### config.mk
export PLATFORM = sky130hd
export DESIGN_NAME = qspi_xip_fetch_flat
export DESIGN_NICKNAME = d
export VERILOG_FILES = /design/src/rtl/qspi_pkg.sv /design/src/rtl/qspi_xip_fetch_if.sv /design/src/rtl/qspi_line_buf.sv /design/src/rtl/qspi_xip_fetch.sv /design/src/flat_wrapper.sv
export SDC_FILE = /design/constraint.sdc
export NUM_CORES = 1
export LEC_CHECK = 0
export CAP_MARGIN = 10
export CORE_MARGIN = 2
export CORE_UTILIZATION = 50
export DETAILED_ROUTE_END_ITERATION = 12
export GPL_TIMING_DRIVEN = 0
export PLACE_DENSITY = 0.73
export SYNTH_ARGS = -nofsm -noshare
export SYNTH_HDL_FRONTEND = slang
export SYNTH_SLANG_ARGS = --single-unit
### constraint.sdc
create_clock -name clk_i -period 2.95 [get_ports clk_i]
set_clock_uncertainty 0.15 [all_clocks]
set_input_delay 0.295 -clock clk_i [delete_from_list [all_inputs] [get_ports clk_i]]
set_output_delay 0.295 -clock clk_i [all_outputs]
set_load 0.02 [all_outputs]
### src/rtl/qspi_pkg.sv
// Shared definitions for the QSPI execute-in-place fetch front-end.
// Register map, status codes, CCR layout and fetch FSM states.
package qspi_pkg;

  localparam logic [5:0] QSPI_CCR = 6'd0;
  localparam logic [5:0] QSPI_ADR = 6'd4;
  localparam logic [5:0] QSPI_DR  = 6'd8;
  localparam logic [5:0] QSPI_STA = 6'd40;

  localparam logic [31:0] STA_IDLE = 32'd1;
  localparam logic [31:0] STA_CMD  = 32'd2;

  localparam int LINE_WORDS = 8;
  localparam int TAG_W      = 19;

  localparam int CCR_START     = 31;
  localparam int CCR_PRESC_LSB = 25;
  localparam int CCR_SIZE_LSB  = 16;
  localparam int CCR_DUMMY_LSB = 11;
  localparam int CCR_DIR       = 10;
  localparam int CCR_MODE_LSB  = 8;
  localparam int CCR_CMD_LSB   = 0;

  typedef enum logic [3:0] {
    S_SYNC,
    S_IDLE,
    S_WR_ADR,
    S_WR_CCR,
    S_WAIT_BUSY,
    S_WAIT_DONE,
    S_FILL,
    S_RESP,
    S_ERR
  } fetch_state_e;

  function automatic logic [31:0] ccr_word(
    input logic [5:0] presc,
    input logic [4:0] dummy,
    input logic [1:0] mode,
    input logic [7:0] cmd
  );
    logic [31:0] w;
    w = '0;
    w[CCR_START] = 1'b1;
    w[CCR_PRESC_LSB +: 6] = presc;
    w[CCR_SIZE_LSB +: 5] = 5'd31;
    w[CCR_DUMMY_LSB +: 5] = dummy;
    w[CCR_DIR] = 1'b0;
    w[CCR_MODE_LSB +: 2] = mode;
    w[CCR_CMD_LSB +: 8] = cmd;
    return w;
  endfunction

endpackage

### src/rtl/qspi_xip_fetch_if.sv
// Fetch request/response and QSPI register-port signals.
// slave: the fetch engine; master: the surrounding system.
interface qspi_xip_fetch_if;
  logic        req_i;
  logic [23:0] addr_i;
  logic        flush_i;
  logic        ready_o;
  logic        rvalid_o;
  logic [31:0] rdata_o;
  logic        err_o;
  logic        qspi_write_o;
  logic [3:0]  qspi_be_o;
  logic [5:0]  qspi_addr_o;
  logic [31:0] qspi_wdata_o;
  logic [31:0] qspi_rdata_i;

  modport slave (
    input  req_i, addr_i, flush_i, qspi_rdata_i,
    output ready_o, rvalid_o, rdata_o, err_o,
    output qspi_write_o, qspi_be_o, qspi_addr_o, qspi_wdata_o
  );

  modport master (
    output req_i, addr_i, flush_i, qspi_rdata_i,
    input  ready_o, rvalid_o, rdata_o, err_o,
    input  qspi_write_o, qspi_be_o, qspi_addr_o, qspi_wdata_o
  );
endinterface

### src/rtl/qspi_line_buf.sv
// One 32-byte line: 8 data words plus tag and valid.
// Clearing valid wins over setting it in the same cycle.
module qspi_line_buf
  import qspi_pkg::*;
(
  input  logic             clk_i,
  input  logic             rst_ni,
  input  logic             i_we,
  input  logic [2:0]       i_widx,
  input  logic [31:0]      i_wdata,
  input  logic             i_tag_we,
  input  logic [TAG_W-1:0] i_tag,
  input  logic             i_set_valid,
  input  logic             i_clr_valid,
  input  logic [2:0]       i_ridx,
  output logic [31:0]      o_rdata,
  output logic [TAG_W-1:0] o_tag,
  output logic             o_valid
);

  logic [31:0]      r_data [LINE_WORDS];
  logic [TAG_W-1:0] r_tag;
  logic             r_valid;

  always_ff @(posedge clk_i or negedge rst_ni) begin
    if (!rst_ni) begin
      for (int i = 0; i < LINE_WORDS; i++) begin
        r_data[i] <= '0;
      end
      r_tag   <= '0;
      r_valid <= 1'b0;
    end else begin
      if (i_we) begin
        r_data[i_widx] <= i_wdata;
      end
      if (i_tag_we) begin
        r_tag <= i_tag;
      end
      if (i_clr_valid) begin
        r_valid <= 1'b0;
      end else if (i_set_valid) begin
        r_valid <= 1'b1;
      end
    end
  end

  assign o_rdata = r_data[i_ridx];
  assign o_tag   = r_tag;
  assign o_valid = r_valid;

endmodule

### src/rtl/qspi_xip_fetch.sv
// XIP fetch engine: serves word reads from a one-line buffer and
// refills it through the QSPI master's ADR/CCR/STA/DR registers.
module qspi_xip_fetch
  import qspi_pkg::*;
#(
  parameter logic [5:0]  PRESCALER   = 6'd2,
  parameter logic [1:0]  DATA_MODE   = 2'd3,
  parameter logic [4:0]  DUMMY_FIELD = 5'd4,
  parameter logic [7:0]  RD_CMD      = 8'h6B,
  parameter int          RD_LAT      = 1,
  parameter logic [15:0] TIMEOUT     = 16'd4096
) (
  input logic             clk_i,
  input logic             rst_ni,
  qspi_xip_fetch_if.slave bus
);

  localparam logic [31:0] CCR_VAL =
    ccr_word(PRESCALER, DUMMY_FIELD, DATA_MODE, RD_CMD);
  localparam logic [1:0]  LAT      = 2'(RD_LAT);
  localparam logic [15:0] TMO_LAST = TIMEOUT - 16'd1;

  fetch_state_e r_state, w_next;

  logic [1:0]       r_ph, w_ph;
  logic [2:0]       r_word, w_word;
  logic [15:0]      r_cnt, w_cnt;
  logic             r_flushed, w_flushed;
  logic             r_rvalid, w_rvalid;
  logic [31:0]      r_rdata, w_rdata;
  logic             r_err, w_err;
  logic             w_buf_we, w_tag_we;
  logic             w_set_valid, w_clr_valid;
  logic [31:0]      w_buf_rdata;
  logic [TAG_W-1:0] w_tag;
  logic             w_valid, w_hit;
  logic             w_sample, w_tmo;
  logic [31:0]      w_want;
  logic             w_ready, w_write;
  logic [3:0]       w_be;
  logic [5:0]       w_addr;
  logic [31:0]      w_wdata;
  logic             w_unused;

  assign w_unused = ^bus.addr_i[1:0];
  assign w_sample = (r_ph == LAT);
  assign w_tmo    = (r_cnt == TMO_LAST);
  assign w_hit    = w_valid && !bus.flush_i &&
                    (w_tag == bus.addr_i[23:5]);
  assign w_want   = (r_state == S_WAIT_BUSY) ? STA_CMD : STA_IDLE;

  qspi_line_buf u_buf (
    .clk_i       (clk_i),
    .rst_ni      (rst_ni),
    .i_we        (w_buf_we),
    .i_widx      (r_word),
    .i_wdata     (bus.qspi_rdata_i),
    .i_tag_we    (w_tag_we),
    .i_tag       (bus.addr_i[23:5]),
    .i_set_valid (w_set_valid),
    .i_clr_valid (w_clr_valid),
    .i_ridx      (bus.addr_i[4:2]),
    .o_rdata     (w_buf_rdata),
    .o_tag       (w_tag),
    .o_valid     (w_valid)
  );

  always_ff @(posedge clk_i or negedge rst_ni) begin
    if (!rst_ni) begin
      r_state <= S_SYNC;
    end else begin
      r_state <= w_next;
    end
  end

  always_ff @(posedge clk_i or negedge rst_ni) begin
    if (!rst_ni) begin
      r_ph      <= '0;
      r_word    <= '0;
      r_cnt     <= '0;
      r_flushed <= 1'b0;
      r_rvalid  <= 1'b0;
      r_rdata   <= '0;
      r_err     <= 1'b0;
    end else begin
      r_ph      <= w_ph;
      r_word    <= w_word;
      r_cnt     <= w_cnt;
      r_flushed <= w_flushed;
      r_rvalid  <= w_rvalid;
      r_rdata   <= w_rdata;
      r_err     <= w_err;
    end
  end

  always_comb begin
    w_next      = r_state;
    w_ph        = '0;
    w_word      = r_word;
    w_cnt       = '0;
    w_flushed   = r_flushed | bus.flush_i;
    w_rvalid    = 1'b0;
    w_rdata     = r_rdata;
    w_err       = 1'b0;
    w_buf_we    = 1'b0;
    w_tag_we    = 1'b0;
    w_set_valid = 1'b0;
    w_clr_valid = bus.flush_i;
    w_ready     = 1'b0;
    w_write     = 1'b0;
    w_be        = '0;
    w_addr      = QSPI_STA;
    w_wdata     = '0;
    unique case (r_state)
      S_SYNC, S_WAIT_BUSY, S_WAIT_DONE: begin
        w_ph   = w_sample ? 2'd0 : r_ph + 2'd1;
        w_cnt  = r_cnt + 16'd1;
        w_word = '0;
        if (w_sample && bus.qspi_rdata_i == w_want) begin
          w_cnt  = '0;
          w_next = (r_state == S_SYNC)      ? S_IDLE :
                   (r_state == S_WAIT_BUSY) ? S_WAIT_DONE :
                                              S_FILL;
        end else if (w_tmo) begin
          // Idle-time expiry in SYNC has no requester to notify.
          w_cnt = '0;
          w_ph  = '0;
          if (r_state != S_SYNC) begin
            w_clr_valid = 1'b1;
            w_next      = S_ERR;
          end
        end
      end
      S_IDLE: begin
        if (bus.req_i && !r_rvalid) begin
          w_ready = 1'b1;
          if (w_hit) begin
            w_next = S_RESP;
          end else begin
            w_tag_we    = 1'b1;
            w_clr_valid = 1'b1;
            w_flushed   = 1'b0;
            w_next      = S_WR_ADR;
          end
        end
      end
      S_WR_ADR: begin
        w_write = 1'b1;
        w_be    = 4'hF;
        w_addr  = QSPI_ADR;
        w_wdata = {8'h00, w_tag, 5'b0};
        w_next  = S_WR_CCR;
      end
      S_WR_CCR: begin
        w_write = 1'b1;
        w_be    = 4'hF;
        w_addr  = QSPI_CCR;
        w_wdata = CCR_VAL;
        w_next  = S_WAIT_BUSY;
      end
      S_FILL: begin
        w_addr = QSPI_DR + {1'b0, r_word, 2'b00};
        w_ph   = w_sample ? 2'd0 : r_ph + 2'd1;
        if (w_sample) begin
          w_buf_we = 1'b1;
          w_word   = r_word + 3'd1;
          if (r_word == 3'd7) begin
            w_set_valid = !(r_flushed || bus.flush_i);
            w_next      = S_RESP;
          end
        end
      end
      S_RESP: begin
        w_rvalid = 1'b1;
        w_rdata  = w_buf_rdata;
        w_next   = S_IDLE;
      end
      S_ERR: begin
        w_rvalid = 1'b1;
        w_rdata  = '0;
        w_err    = 1'b1;
        w_next   = S_SYNC;
      end
      default: begin
        w_next = S_SYNC;
      end
    endcase
  end

  assign bus.ready_o      = w_ready;
  assign bus.rvalid_o     = r_rvalid;
  assign bus.rdata_o      = r_rdata;
  assign bus.err_o        = r_err;
  assign bus.qspi_write_o = w_write;
  assign bus.qspi_be_o    = w_be;
  assign bus.qspi_addr_o  = w_addr;
  assign bus.qspi_wdata_o = w_wdata;

endmodule

### src/flat_wrapper.sv
// flat-port wrapper written by rule: the top's interface ports become plain ports
module qspi_xip_fetch_flat import qspi_pkg::*;
#(
  parameter logic [5:0]  PRESCALER   = 6'd2,
  parameter logic [1:0]  DATA_MODE   = 2'd3,
  parameter logic [4:0]  DUMMY_FIELD = 5'd4,
  parameter logic [7:0]  RD_CMD      = 8'h6B,
  parameter int          RD_LAT      = 1,
  parameter logic [15:0] TIMEOUT     = 16'd4096
)
  (clk_i, rst_ni, bus_req_i, bus_addr_i, bus_flush_i, bus_qspi_rdata_i, bus_ready_o, bus_rvalid_o, bus_rdata_o, bus_err_o, bus_qspi_write_o, bus_qspi_be_o, bus_qspi_addr_o, bus_qspi_wdata_o);
  qspi_xip_fetch_if bus_i ();
  input logic clk_i;
  input logic rst_ni;
  input wire logic [$bits(bus_i.req_i)-1:0] bus_req_i;
  input wire logic [$bits(bus_i.addr_i)-1:0] bus_addr_i;
  input wire logic [$bits(bus_i.flush_i)-1:0] bus_flush_i;
  input wire logic [$bits(bus_i.qspi_rdata_i)-1:0] bus_qspi_rdata_i;
  output wire logic [$bits(bus_i.ready_o)-1:0] bus_ready_o;
  output wire logic [$bits(bus_i.rvalid_o)-1:0] bus_rvalid_o;
  output wire logic [$bits(bus_i.rdata_o)-1:0] bus_rdata_o;
  output wire logic [$bits(bus_i.err_o)-1:0] bus_err_o;
  output wire logic [$bits(bus_i.qspi_write_o)-1:0] bus_qspi_write_o;
  output wire logic [$bits(bus_i.qspi_be_o)-1:0] bus_qspi_be_o;
  output wire logic [$bits(bus_i.qspi_addr_o)-1:0] bus_qspi_addr_o;
  output wire logic [$bits(bus_i.qspi_wdata_o)-1:0] bus_qspi_wdata_o;
  assign bus_i.req_i = bus_req_i;
  assign bus_i.addr_i = bus_addr_i;
  assign bus_i.flush_i = bus_flush_i;
  assign bus_i.qspi_rdata_i = bus_qspi_rdata_i;
  assign bus_ready_o = bus_i.ready_o;
  assign bus_rvalid_o = bus_i.rvalid_o;
  assign bus_rdata_o = bus_i.rdata_o;
  assign bus_err_o = bus_i.err_o;
  assign bus_qspi_write_o = bus_i.qspi_write_o;
  assign bus_qspi_be_o = bus_i.qspi_be_o;
  assign bus_qspi_addr_o = bus_i.qspi_addr_o;
  assign bus_qspi_wdata_o = bus_i.qspi_wdata_o;
  qspi_xip_fetch #(.PRESCALER(PRESCALER), .DATA_MODE(DATA_MODE), .DUMMY_FIELD(DUMMY_FIELD), .RD_CMD(RD_CMD), .RD_LAT(RD_LAT), .TIMEOUT(TIMEOUT)) u_core (.clk_i(clk_i), .rst_ni(rst_ni), .bus(bus_i));
endmodule
Yosys cells after proc, flatten, opt, wreduce, memory -nomap -nowiden. Cells that the tools add are included.

Register bits: 336. Bits in latches: 0. RAM bits: 0. Bits in read-only memories: 0. Input bits: 60. Output and inout bits: 78. Word-level logic and storage cells: 119. Memories: 0.

Add/subtract/negate cells: 4. Multipliers: 0. Div/mod/pow operators: 0. Magnitude comparators: 3. Equality and inequality tests: 18. Shifts and indexed selects: 0. Mux-type cells: 54. Bitwise gates (word level): 3. Reductions and logical operators: 19.

Operator list (count): bitwise mux 256 bit (1); one-hot mux 32 bit (2 select lines) (2); binary-select mux 32 bit (select 3 bit) (1); demux 32 bit (select 3 bit) (1); two-way mux 32 bit (3); two-way mux 16 bit (3); equality test 32 bit (1); two-way mux 4 bit (8); one-hot mux 4 bit (6 select lines) (1); two-way mux 1 bit (23); equality test 19 bit (1); one-hot mux 6 bit (3 select lines) (1); adder 16 x 1 -> 16 bit, second input constant (1); equality test 16 x 12 -> 1 bit, second input constant (1); equality test 4 x 3 -> 1 bit, second input constant (4); two-way mux 2 bit (5); equality test 4 x 2 -> 1 bit, second input constant (2); >= comparator 4 bit, second input constant (2); NOT 3 -> 4 bit (2); adder 4 x 5 -> 6 bit, first input constant (1); two-way mux 3 bit (2); inequality test 2 x 1 -> 1 bit, second input constant (3); inequality test 3 x 1 -> 1 bit, second input constant (2); one-hot mux 3 bit (2 select lines) (1); other kinds (20) (29).

Longest topological paths before layout.
Depth in word-level cells: 7. Depth in mapped cells: 8. Depth with buffers taken out: 7.

By module. From an unflattened synthesis, not the netlist that was laid out.

Cells, all modules: 1089. Area total of the unflattened synthesis: 15676.3 µm².

By module, submodules not included: qspi_line_buf (instances 1, cells each 708, area an instance 12370.6 µm², seq. area each 6906.6 µm²); qspi_xip_fetch (instances 1, cells each 381, area an instance 3305.7 µm², seq. area each 1501.4 µm²).

Worst setup path before layout. No wires, ideal clock.

Kind: reg2out. From: reg u_core.r_state[1]. To: out bus_qspi_wdata_o[13]. Arrival time: 1.902 ns. Data required time: 2.505 ns. Setup slack: 0.603 ns. Stages on the path, launching flop included: 6. Path buffers: 2. Cells stage by stage: dfrtp_1 -> clkbuf_1 -> nor2b_1 -> and2_1 -> clkbuf_1 -> o21a_1.

Word-level cells in the longest chain between the ends: 2.

RTL lines: from (decl) (line qspi_xip_fetch.sv:23) `fetch_state_e r_state, w_next;`; from (signal assigned) (line qspi_xip_fetch.sv:72) `r_state <= w_next;`; equality test 4 x 2 -> 1 bit (line qspi_xip_fetch.sv:114) `unique case (r_state)`; one-hot mux 32 bit (2 select lines) (*) (line qspi_xip_fetch.sv:114); to (decl) (line flat_wrapper.sv:26) `output wire logic [$bits(bus_i.qspi_wdata_o)-1:0] bus_qspi_wdata_o;`.

Mark *: on every way between the ends. The rest lies on a longest branch, timed or not.

Worst setup path after layout.
From: reg u_core.r_state[3]. To: out bus_qspi_wdata_o[31].

The elaborated chain is that of the path after synthesis.

==> metrics.csv <==
stage,metric,value,unit
cells_and_area,num-nets-final,1293,
clock_tree,cts_tree,done,
setup_path,timing_worst_setup_path_type,reg -> out,
clock_tree,root_buffer,sky130_fd_sc_hd__clkbuf_16,
global_route,grt_first_pass_wirelength,53.7,mm
setup_path,required,2510,ps
logic_synthesis,synth.top_cell.area_share,54.8,%
routing,wl,33.6,mm
run,cap_violations,0,
clock_tree,cts.sink_count,336,
clock_tree,cts_made_buffers,36,
floorplan,core_region_area,30400,sq um
clock_tree,htree_num_levels,2,
place,port_bufs,112,
routing,route.detailed.vias_per_inst,5.63,
timing,finalHoldViolCount,0,
setup_path,critical-path-top-delay-family,buffers and inverters,
setup_path,cpMaxStageDelayCell,sky130_fd_sc_hd__clkdlybuf4s50_1,
cells_and_area,number_of_diodes_added_for_antenna_fixing,0,
worst_hold_path,hold_path_class,in -> reg,
power_and_ir_drop,power_density,561,nW/um^2
global_route,grt_pass1_vias,9690,
routing,drc,0,
logic_synthesis,netlist-cell-type-count,48,
clock_tree,post_cts.repair.setup_buffers,0,
cells_and_area,final_layout_size_suffix_gt1_share,36.9,%
timing,timing.max_slew.rel_slack,34.2,%
floorplan,die_h,179,um
place,dpl.hpwl,22.0,mm
setup_path,critical_path_peak_fanout,10,
timing,final-max-slew-violation-count,0,
logic_synthesis,synth.largest_area_cell,sky130_fd_sc_hd__dfrtp_1,
setup_path,cpPeakStageDelay,590,ps
place,placement.cell_area,17100,sq um
routing,routed_wire_length_per_instance,20.4,um
timing,fin_worst_hold_slack,102,ps
routing,number_of_nets_still_failing_antenna_checks_after_routing,0,
timing,rsz0062_at_grt,no,
setup_path,startpoint_type,flip-flop,
timing,worst-slew-pin-transition,987,ps
floorplan,initial_utilization,50.4,%
logic_synthesis,ys_seq_elements,336,
clock_tree,clock_insertion_delay_worst_skew,530,ps
routing,count_of_vias_placed_by_the_detailed_router,9280,
routing,drtIter0Drc,525,
logic_synthesis,synth.yosys.warnings,0,
global_route,grt_max_degree,112,
floorplan,die_area,32100,sq um
power_and_ir_drop,peakVddDrop,0.359,mV
logic_synthesis,syn_avg_cell_area,14.4,sq um
setup_path,worst-path-buf-inv,3,
setup_path,endpoint_kind,output pin,
floorplan,floorplan.io_pins,138,
global_route,grt-ovfl-total,0,
floorplan,dieWidth,179,um
setup_path,timing.critical_path.cells,"buf_2, nor2b_2, and3_2, buf_4, clkdlybuf4s50_1",
setup_path,worstPathArrival,2370,ps
timing,timing.final.crit_period,2820,ps
logic_synthesis,netlist_instances,1063,
outcome,outcome,"complete, no violations",
logic_synthesis,synthTopCellsByArea,"sky130_fd_sc_hd__dfrtp_1 55%, sky130_fd_sc_hd__mux2_2 19%, sky130_fd_sc_hd__mux4_2 9.4%",
timing,fmax,355,MHz
logic_synthesis,post_synth_instance_area,15300,sq um
logic_synthesis,synth_sequential_area_ratio,54.8,%
clock_tree,cts.clk_slew.worst_paths,60,ps
global_route,groute.usage.overall,21.8,%
cells_and_area,layout.cell_area.non_filler,18400,sq um
clock_tree,max-clock-path-buffers,3,
timing,final_min_period_over_clock_period,95.5,%
power_and_ir_drop,p_leak,7.98,nW
timing,setup_total_negative_slack,0,ps
place,gp_congestion,0.807,
cells_and_area,area.growth.synth_to_final,19.7,%
routing,drt_first_pass_iters,4,
global_route,antenna_found_initial,2,
floorplan,core.rowCount,64,
timing,final-setup-viol-count,0,
==> area by class of cell <==
type	count	area, sq um
Sequential cell	336	8410
Clock buffer	54	1080
Timing Repair Buffer	116	1210
Tap cell	396	495
Multi-Input combinational cell	641	6490
Fill cell	2399	12100
Clock inverter	10	161
Buffer	87	483
Inverter	8	30.0
==> registers in the layout, summed over array words and instances, names as in the netlist, 2 cells and up <==
| register | cells |
|---|---|
| u_core.bus.rdata_o | 32 |
| u_core.r_state | 4 |
| u_core.r_ph | 2 |
| u_core.u_buf.r_data | 256 |
| u_core.r_cnt | 16 |
| u_core.u_buf.o_tag | 19 |
| u_core.r_word | 3 |
==> Yosys cell counts, drive strengths merged <==
cell type  number
or3             1
and2b           1
a21o            1
clkbuf         26
o221ai          1
nand4           7
a21oi           7
a22oi           2
o21ai          37
and4            2
nor4           12
and2           13
nand3          10
buf            61
conb            1
mux2          275
o31ai           2
and3            5
ha              7
a31oi           1
xnor2          20
o21bai          1
or2             1
mux2i          33
nand2b          2
nand3b          2
dfrtp         336
inv             8
nor3b           1
nor3            8
nand2          57
nor2           27
nor4b           2
nor2b           5
a211oi          1
o21a           10
xor2           13
mux4           64
==> timing repair <==
item / in CTS / in global routing
setup endpoints to repair: 30 / 13
resized for setup: 23 / 7
pin swaps: 0 / 1
endpoints found under the hold margin: 225 / 0
hold buffers: 1 / 0
==> layer usage <==
layer  vias to the layer above  GRT usage [%]  wire (um)
met4                         4           5.14        652
met1                      4846           30.8      14900
met2                       225           35.3      16000
met5                         -              0         23
li1                       4158              -          -
met3                        47           4.20       1940
==> cells by family after synthesis <==
logic type	share of synthesized area [%]
flip-flops	54.8
XOR/XNOR	1.88
adder cells (fa/ha/maj)	0.571
AO/OA/AOI/OAI	2.37
multiplexers	31.7
AND/OR/NAND/NOR	5.33
buffers and inverters	3.28
other	0.0244
==> cell usage in the layout, fill, tap and decap left out, types with 12 or more instances in the layout <==
master	n
sky130_fd_sc_hd__dfrtp_1	335
sky130_fd_sc_hd__mux2_2	265
sky130_fd_sc_hd__clkdlybuf4s50_1	95
sky130_fd_sc_hd__mux4_2	64
sky130_fd_sc_hd__nand2_1	53
sky130_fd_sc_hd__clkbuf_16	38
sky130_fd_sc_hd__o21ai_0	36
sky130_fd_sc_hd__mux2i_1	33
sky130_fd_sc_hd__clkbuf_1	31
sky130_fd_sc_hd__buf_4	31
sky130_fd_sc_hd__nor2_1	27
sky130_fd_sc_hd__buf_2	24
sky130_fd_sc_hd__xnor2_1	20
sky130_fd_sc_hd__xor2_1	13
sky130_fd_sc_hd__dlygate4sd2_1	13
sky130_fd_sc_hd__and2_1	12
==> power breakdown <==
group	switching, W	internal, W	leakage, nW
sequential	0.0000838	0.00479	3.92
clock	0.00181	0.00289	0.612
combinational	0.000345	0.000384	3.45
==> metrics by stage <==
stage	utilization [%]	worst slack, ps	cells	power [W]
final	60.3	134	1648	0.0103
after global routing	60.3	4.61	1648	0.0107
after CTS	60.3	28.6	1648	0.0104
after detailed placement	56.1	-178	1583	0.00569
after global placement	55.8	-13020	1580	0.00566
after floorplan	-	603	1072	0.00536
==> worst paths after layout <==
path                                      start                        to  slack [ps]  cells past startpoint
min in group asynchronous                rst_ni    u_core.bus.rdata_o[18]         110                      2
hold reg to reg                  u_core.r_ph[0]            u_core.r_ph[0]         280                      1
setup / recovery              u_core.r_state[3]      bus_qspi_wdata_o[31]         130                      5
hold / removal             bus_qspi_rdata_i[24]  u_core.u_buf.r_data[184]         100                      2
setup reg to reg              u_core.r_state[3]    u_core.bus.rdata_o[22]         490                      6
max in group asynchronous                rst_ni  u_core.u_buf.r_data[198]        1230                      4
(Power assumes the default switching activity.)
